## src/rtl/cache_line_mem_engine.sv

```systemverilog
// Memory-side engine for a write-back/write-allocate cache: optionally writes the dirty victim
// line to byte-wide RAM, then reads and assembles the new line and pulses done.
module cache_line_mem_engine #(
  parameter int ADDRESS_WIDTH     = 16,
  parameter int WORD_OFFSET_WIDTH = 2,
  parameter int RAM_RD_LATENCY    = 2,
  localparam int OFS_W      = WORD_OFFSET_WIDTH + 2,
  localparam int LINE_BYTES = 4 << WORD_OFFSET_WIDTH,
  localparam int LINE_W     = ADDRESS_WIDTH - OFS_W,
  localparam int LINE_BITS  = 8 * LINE_BYTES
) (
  input  logic                     clk,
  input  logic                     rst,
  input  logic                     req_valid,
  output logic                     req_ready,
  input  logic                     req_wb,
  input  logic [LINE_W-1:0]        req_wb_line,
  input  logic [LINE_BITS-1:0]     req_wb_data,
  input  logic [LINE_W-1:0]        req_fill_line,
  output logic [LINE_BITS-1:0]     fill_data,
  output logic                     done,
  output logic [ADDRESS_WIDTH-1:0] ram_address,
  output logic                     ram_rd,
  output logic                     ram_wr,
  output logic [7:0]               ram_wdata,
  input  logic [7:0]               ram_rdata
);

  localparam logic [OFS_W-1:0] LAST_IDX = OFS_W'(LINE_BYTES - 1);

  typedef enum logic [2:0] {IDLE, WB, RD, DRAIN, DONE} state_t;

  state_t                            state_r, state_s;
  logic [OFS_W-1:0]                  cnt_r, cnt_s;
  logic [LINE_W-1:0]                 wb_line_r, fill_line_r;
  logic [LINE_BITS-1:0]              wb_data_r, fill_data_r;
  logic                              req_ready_r, done_r, ram_rd_r, ram_wr_r;
  logic [ADDRESS_WIDTH-1:0]          ram_address_r, addr_s;
  logic [7:0]                        ram_wdata_r, wdata_s;
  logic                              rd_s, wr_s, done_s, accept_s, last_emerge_s;
  // One (valid, byte index) entry per issued read, aligned with ram_rdata at the tail.
  logic [RAM_RD_LATENCY-1:0]             sh_valid_r;
  logic [RAM_RD_LATENCY-1:0][OFS_W-1:0]  sh_idx_r;

  assign accept_s      = req_valid && req_ready_r;
  assign last_emerge_s = sh_valid_r[RAM_RD_LATENCY-1] && (sh_idx_r[RAM_RD_LATENCY-1] == LAST_IDX);

  // Next-state and next-strobe logic; cnt_r is the byte index of the access currently on the bus.
  always_comb begin
    state_s = state_r;
    cnt_s   = cnt_r;
    rd_s    = 1'b0;
    wr_s    = 1'b0;
    addr_s  = ram_address_r;
    wdata_s = ram_wdata_r;
    done_s  = 1'b0;
    case (state_r)
      IDLE: begin
        if (accept_s) begin
          cnt_s = {OFS_W{1'b0}};
          if (req_wb) begin
            state_s = WB;
            wr_s    = 1'b1;
            addr_s  = {req_wb_line, {OFS_W{1'b0}}};
            wdata_s = req_wb_data[7:0];
          end else begin
            state_s = RD;
            rd_s    = 1'b1;
            addr_s  = {req_fill_line, {OFS_W{1'b0}}};
          end
        end else begin
          state_s = IDLE;
        end
      end
      WB: begin
        if (cnt_r == LAST_IDX) begin
          state_s = RD;
          cnt_s   = {OFS_W{1'b0}};
          rd_s    = 1'b1;
          addr_s  = {fill_line_r, {OFS_W{1'b0}}};
        end else begin
          cnt_s   = cnt_r + {{(OFS_W-1){1'b0}}, 1'b1};
          wr_s    = 1'b1;
          addr_s  = {wb_line_r, cnt_s};
          wdata_s = wb_data_r[{cnt_s, 3'b000} +: 8];
        end
      end
      RD: begin
        if (cnt_r == LAST_IDX) begin
          state_s = DRAIN;
          cnt_s   = {OFS_W{1'b0}};
        end else begin
          cnt_s   = cnt_r + {{(OFS_W-1){1'b0}}, 1'b1};
          rd_s    = 1'b1;
          addr_s  = {fill_line_r, cnt_s};
        end
      end
      DRAIN: begin
        if (last_emerge_s) begin
          state_s = DONE;
          done_s  = 1'b1;
        end else begin
          state_s = DRAIN;
        end
      end
      DONE:    state_s = IDLE;
      default: state_s = IDLE;
    endcase
  end

  // State, registered outputs, request capture and read tracker.
  always_ff @(posedge clk) begin
    if (rst) begin
      state_r       <= IDLE;
      cnt_r         <= {OFS_W{1'b0}};
      wb_line_r     <= {LINE_W{1'b0}};
      fill_line_r   <= {LINE_W{1'b0}};
      wb_data_r     <= {LINE_BITS{1'b0}};
      fill_data_r   <= {LINE_BITS{1'b0}};
      req_ready_r   <= 1'b1;
      done_r        <= 1'b0;
      ram_rd_r      <= 1'b0;
      ram_wr_r      <= 1'b0;
      ram_address_r <= {ADDRESS_WIDTH{1'b0}};
      ram_wdata_r   <= 8'h00;
      sh_valid_r    <= {RAM_RD_LATENCY{1'b0}};
      sh_idx_r      <= {(RAM_RD_LATENCY*OFS_W){1'b0}};
    end else begin
      state_r       <= state_s;
      cnt_r         <= cnt_s;
      req_ready_r   <= (state_s == IDLE);
      done_r        <= done_s;
      ram_rd_r      <= rd_s;
      ram_wr_r      <= wr_s;
      ram_address_r <= addr_s;
      ram_wdata_r   <= wdata_s;
      if (accept_s) begin
        wb_line_r   <= req_wb_line;
        wb_data_r   <= req_wb_data;
        fill_line_r <= req_fill_line;
      end
      for (int i = 1; i < RAM_RD_LATENCY; i++) begin
        sh_valid_r[i] <= sh_valid_r[i-1];
        sh_idx_r[i]   <= sh_idx_r[i-1];
      end
      sh_valid_r[0] <= ram_rd_r;
      sh_idx_r[0]   <= cnt_r;
      if (sh_valid_r[RAM_RD_LATENCY-1]) begin
        fill_data_r[{sh_idx_r[RAM_RD_LATENCY-1], 3'b000} +: 8] <= ram_rdata;
      end
    end
  end

  assign req_ready   = req_ready_r;
  assign done        = done_r;
  assign fill_data   = fill_data_r;
  assign ram_address = ram_address_r;
  assign ram_rd      = ram_rd_r;
  assign ram_wr      = ram_wr_r;
  assign ram_wdata   = ram_wdata_r;

endmodule

```

## config.mk

```make
export PLATFORM = sky130hd
export DESIGN_NAME = cache_line_mem_engine
export DESIGN_NICKNAME = d
export VERILOG_FILES = /design/src/rtl/cache_line_mem_engine.sv
export SDC_FILE = /design/constraint.sdc
export NUM_CORES = 1
export LEC_CHECK = 0
export CORE_MARGIN = 2
export CORE_UTILIZATION = 45
export DETAILED_ROUTE_END_ITERATION = 6
export PLACE_DENSITY = 0.73
export RECOVER_POWER = 25
export SYNTH_ARGS = -nofsm -noshare
export SYNTH_HDL_FRONTEND = slang
export SYNTH_SLANG_ARGS = --single-unit
```

## constraint.sdc

```tcl
create_clock -name clk -period 3.4 [get_ports clk]
set_input_delay 0.85 -clock clk [delete_from_list [all_inputs] [get_ports clk]]
set_output_delay 0.85 -clock clk [all_outputs]
set_load 0.01 [all_outputs]
```

After elaboration in Yosys (flattened, before gate mapping)

Cells that the tools add are included.
W data, S select, Z words.

Add/subtract/negate cells: 2
Multipliers: 0
Div/mod/pow operators: 0
Order comparisons: 0
Equality and inequality tests: 9
Shift operators: 3
Multiplexer cells: 28
Bitwise logic cells: 1
Reductions and logical operators: 12

Operators with widths:

| cell                      | number |
|---|---|
| $bwmux W128               | 1 |
| $shift A8 B9 Y128 const A | 1 |
| $shiftx A128 B8 Y8        | 1 |
| $shiftx A8 B9 Y128        | 1 |
| $mux W16                  | 4 |
| $pmux W16 S3              | 1 |
| $mux W8                   | 3 |
| $pmux W8 S2               | 1 |
| $mux W3                   | 4 |
| $pmux W3 S4               | 1 |
| $neg A7 Y9                | 1 |
| $eq A4 B4 Y1 const B      | 2 |
| $mux W4                   | 2 |
| $ne A2 B2 Y1 const B      | 4 |
| $pmux W4 S2               | 1 |
| $mux W1                   | 7 |
| $eq A3 B2 Y1 const B      | 2 |
| $logic_not A3 Y1          | 2 |
| $add A4 B1 Y4 const B     | 1 |
| $reduce_and A4 Y1         | 1 |
| $reduce_bool A2 Y1        | 2 |
| $reduce_or A2 Y1          | 2 |
| $eq A3 B1 Y1 const B      | 1 |
| $pmux W1 S3               | 1 |
| 7 further kinds           | 8 |

Flip-flop bits (word level): 325
Bits in latches: 0
RAM bits: 0
ROM bits: 0
Word-level logic and storage cells: 70
Memories kept: 0

Longest topological paths before layout

Depth after elaboration: 5
Depth in mapped cells: 9
Gate-level depth less buffers: 6

Worst setup path before layout

OpenSTA, ideal clock, no wires.

Kind: reg-to-reg
Start point: register cnt_r[1]
End point: register ram_wdata_r[6] (netlist: ram_wdata[6])
Arrival: 2,069 ps
Data required time: 3,270 ps
Path slack: 1,201 ps
Stages on the path, launching flop included: 8
Cell sequence: dfxtp_1 -> ha_1 -> buf_2 -> clkbuf_1 -> mux4_2 -> mux2_2 -> o2111ai_1 -> o211ai_1

Word-level cells in the longest chain between the ends: 4

RTL lines:

| item                   | RTL line | RTL |
|---|---|---|
| start, declared        | 34       | `logic [OFS_W-1:0] cnt_r, cnt_s;` |
| start signal, assigned | 115      | `cnt_r <= {OFS_W{1'b0}};` |
| start signal, assigned | 130      | `cnt_r <= cnt_s;` |
| $add A4 B1 Y4          | 82       | `cnt_s = cnt_r + {{(OFS_W-1){1'b0}}, 1'b1};` |
| $shiftx A128 B8 Y8     | 85       | `wdata_s = wb_data_r[{cnt_s, 3'b000} +: 8];` |
| $mux W8                | 76       | `if (cnt_r == LAST_IDX) begin` |
| $pmux W8 S2            | 57       | `case (state_r)` |
| end signal, assigned   | 136      | `ram_wdata_r <= wdata_s;` |
| end, declared          | 39       | `logic [7:0] ram_wdata_r, wdata_s;` |

Several ways; a longest one is shown, not always the timed one. The select of a mux whose other input is x is not followed.
A chain may end at the register's enable or synchronous reset.

Final worst setup path

Start point: input port req_valid
End point: register wb_data_r[67]

Word-level cells in the longest chain between the ends: 1

RTL lines:

| item                 | RTL line | RTL |
|---|---|---|
| start, declared      | 14       | `input logic req_valid,` |
| $logic_and A1 B1 Y1  | 45       | `assign accept_s = req_valid && req_ready_r;` |
| end signal, assigned | 118      | `wb_data_r <= {LINE_BITS{1'b0}};` |
| end signal, assigned | 139      | `wb_data_r <= req_wb_data;` |
| end, declared        | 36       | `logic [LINE_BITS-1:0] wb_data_r, fill_data_r;` |

No other way between the ends.

==> run_results.csv <==
group,metric,value,unit
yosys,yosys-mux-area-fraction,10.3,%
critical_path,path_max_fanout,47,
timing,rsz0062_at_grt,"no",
final_layout,seq_area,6510,um2
die,core_area,30300,um2
final_layout,drive_above_1_share,8.53,%
global_route,grt_pass1_vias,12054,
hold_path,min-delay-path-class,"register to register",
global_route,antenna_found_initial,2,
drt,post_drt_wl_per_cell,18.4,um
power,clkPwrFrac,43.7,%
yosys,synth_ff_type,"dfxtp_1",
yosys,yosys_register_bits,325,
drt,routed_wl,41.6,mm
die,dieHeight,179,um
clock_tree,cts_resized,0,
yosys,syn-num-nets,1766,
final_layout,syn2layout_area_growth,34.4,%
yosys,synth_area,13800,um2
placement,dpl.hpwl,28.1,mm
yosys,synthTopCellsByArea,"dfxtp_1 47%, a21oi_1 9.5%, nand2_1 8.5%",
yosys,syn_area_per_cell,8.62,um2
yosys,synth_edf_count,0,
power,power_density,509,nW/um2
yosys,synth.largest_area_cell,"dfxtp_1",
run_status,status,"completed",
clock_tree,cts_sinks,325,
critical_path,critical_path_class,"primary input to register",
placement,placed_cell_area,17200,um2
timing,slew_violations,0,
global_route,grt_util_all_layers,25.2,%
timing,worstMarginPinSlew,1.28,ns
critical_path,cpPeakStageDelay,1.00,ns
final_layout,multi_input_area,6640,um2
placement,place_congestion,0.849,
yosys,netlist_top_cells_count,"325 x dfxtp_1, 313 x nand2_1, 262 x a21oi_1",
critical_path,crit_chain,"clkdlybuf4s50_1 > and2_0 > buf_4 > nand2_1 > a21oi_1",
timing,hold_viol_final,0,
timing,setup-violations-final,0,
timing,period_share,83.4,%
yosys,synth-simple-area-share,18.9,%
clock_tree,post_cts_buffers,0,
critical_path,critPathLaunchType,"primary input",
drt,drt_iter0_markers,1238,
yosys,yosysWarnings,0,
power,pwr-share-seq,43.4,%
power,vdd_drop_max,0.000351,V
drt,drc,0,
timing,fmax,0.352,GHz
yosys,synth_top_family_by_area,"simple AND/OR/NAND/NOR gates",
yosys,synth_compound_area_share,18.1,%
die,die_area,32000,um2
power,p_int,7110,uW
clock_tree,cts-root-buf,"clkbuf_16",
power,p_leak,0.00652,uW
global_route,grt_max_degree,143,
power,switching_share,24.5,%
yosys,yosysMostFrequentCell,"dfxtp_1",
clock_tree,cts-buffers-inserted,37,
power,power_frac_comb,12.9,%
yosys,yosysUniqueCellTypes,51,
yosys,synth_fa_ha_area_share,0.363,%
clock_tree,htree_levels,2,
final_layout,nets,2002,
flow_run,cap_violations,0,
drt,via_per_inst,5.69,
clock_tree,cts-hold-fix-buffers,0,
clock_tree,cts_tree,"yes",
timing,slew_headroom,14.4,%
die,io_pins,320,
drt,firstDrtPassIters,5,
timing,tns,0,ns
die,fp-row-count,64,
yosys,synthArstFlopShare,0,%
power,switchingPower,2310,uW
drt,vias,12863,
critical_path,slowest_stage,"and2_0",
final_layout,fillers,2651,
clock_tree,clock_latency,0.51,ns
yosys,synth_top_area_share,47.2,%
yosys,ys_seq_area_share,47.2,%
global_route,grt_pass1_wl,64.2,mm
final_layout,finalInstanceArea,18500,um2
die,start_util,45.4,%
timing,post-route-min-period,2.84,ns
yosys,yosys.area_share.xor_xnor,0.318,%
critical_path,cp.arrival,3.26,ns
drt,drtAntennaViolNets,0,
global_route,grt.overflow.total,0,
critical_path,crit_path_end_kind,"register",
critical_path,crit_required,3.83,ns
yosys,synth_cells,1598,
die,die_w,179,um
placement,io_buffers,319,
clock_tree,clk_pin_slew,0.06,ns
clock_tree,ctsLongestPathBuffers,3,
timing,fin_skew,0.0119,ns
## power groups by stage
| stage | Clock (uW) | Sequential [uW] | Combinational, uW |
|---|---|---|---|
| floorplan | 0 | 4150 | 678 |
| global placement | 0 | 4160 | 1190 |
| detailed placement | 0 | 4160 | 1210 |
| CTS | 4180 | 4080 | 1220 |
| global route | 4350 | 4100 | 1320 |
| finish | 4110 | 4080 | 1220 |
## routing by layer
layer  vias to the layer above  GRT usage [%]  wire length [um]
li1                       6127              -                 -
met1                      6092           32.5             16900
met2                       540           41.6             19800
met3                       104           4.94              3370
met4                         0           9.93              1580
met5                         -              0                 0
## placed cells by master (no fill, tap or decap), types with 3 or more instances in the layout
master | Yosys | routed
bufinv_16 | 0 | 3
clkbuf_16 | 0 | 39
nor2b_1 | 12 | 12
o2111ai_1 | 8 | 8
buf_4 | 1 | 29
nand3_1 | 74 | 74
clkbuf_8 | 0 | 10
and4_1 | 8 | 8
and2_1 | 22 | 20
o21ai_0 | 55 | 55
nor4_1 | 4 | 4
dfxtp_1 | 325 | 324
mux4_2 | 32 | 32
clkdlybuf4s50_1 | 0 | 318
inv_1 | 6 | 6
nor2_1 | 57 | 57
a31oi_1 | 9 | 8
o211ai_1 | 8 | 8
o31ai_1 | 44 | 44
buf_12 | 0 | 6
mux2i_1 | 52 | 52
xor2_1 | 4 | 3
mux2_2 | 16 | 16
a21oi_1 | 262 | 262
a311oi_1 | 12 | 12
nand2_1 | 313 | 312
ha_1 | 4 | 3
clkbuf_1 | 136 | 5
nand2b_1 | 3 | 3
o21a_1 | 3 | 3
and3_1 | 21 | 21
clkinv_2 | 0 | 7
a2bb2oi_1 | 12 | 12
nor3b_1 | 6 | 6
nand4_1 | 42 | 42
## cells by family after synthesis
kind of cell,Yosys count
adders and majority gates,4
buffers and inverters,165
muxes,100
xor gates and xnor gates,5
and+or+nand+nor,569
DFF,325
AOI/OAI and AO/OA,430
## critical path, delay by kind of cell
family | cells | cell delay (ns)
buf+inv | 2 | 1.13
simple gates | 2 | 1.11
compound gates | 1 | 0.15
## flip-flops by register name, summed over array words and instances, names as in the netlist, 2 cells and up
| register | cells |
|---|---|
| ram_wdata | 8 |
| ram_address | 16 |
| wb_line_r | 12 |
| fill_data | 128 |
| state_r | 3 |
| cnt_r | 4 |
| sh_valid_r | 2 |
| fill_line_r | 12 |
| sh_idx_r | 8 |
| wb_data_r | 128 |
## metrics by stage
stage	total power, uW	hold slack [ns]	utilization, %	setup slack, ns	instances
4_1_cts	9490	0.435	61.0	0.769	2259
5_1_grt	9770	0.449	61.0	0.317	2260
6_report	9420	0.433	61.0	0.563	2260
2_1_floorplan	4830	0.414	-	1.20	1598
3_5_place_dp	5380	0.422	56.7	0.475	2191
3_3_place_gp	5350	0.418	56.7	0.525	2191
## final cells by class
cell class,count,share of cell area [%]
repair buffers,355,19.1
diodes,1,0.0135
clock inverters,14,0.852
multi-input cells,1108,35.9
well taps,396,2.68
inverters,7,0.142
flip-flops and latches,325,35.2
clock buffers,54,6.12
## final timing paths
kind | start | endpoint | slack, ns | cells after the start
max | req_valid | wb_data_r[67]$_SDFFE_PP0P_ | 0.56 | 5
min reg2reg | sh_valid_r[0]$_SDFF_PP0_ | sh_valid_r[1]$_SDFF_PP0_ | 0.43 | 1
min | sh_valid_r[0]$_SDFF_PP0_ | sh_valid_r[1]$_SDFF_PP0_ | 0.43 | 1
max reg2reg | sh_idx_r[7]$_SDFF_PP0_ | fill_data[86]$_SDFFE_PP0P_ | 0.61 | 4
Power figures use the tool's default switching activity.
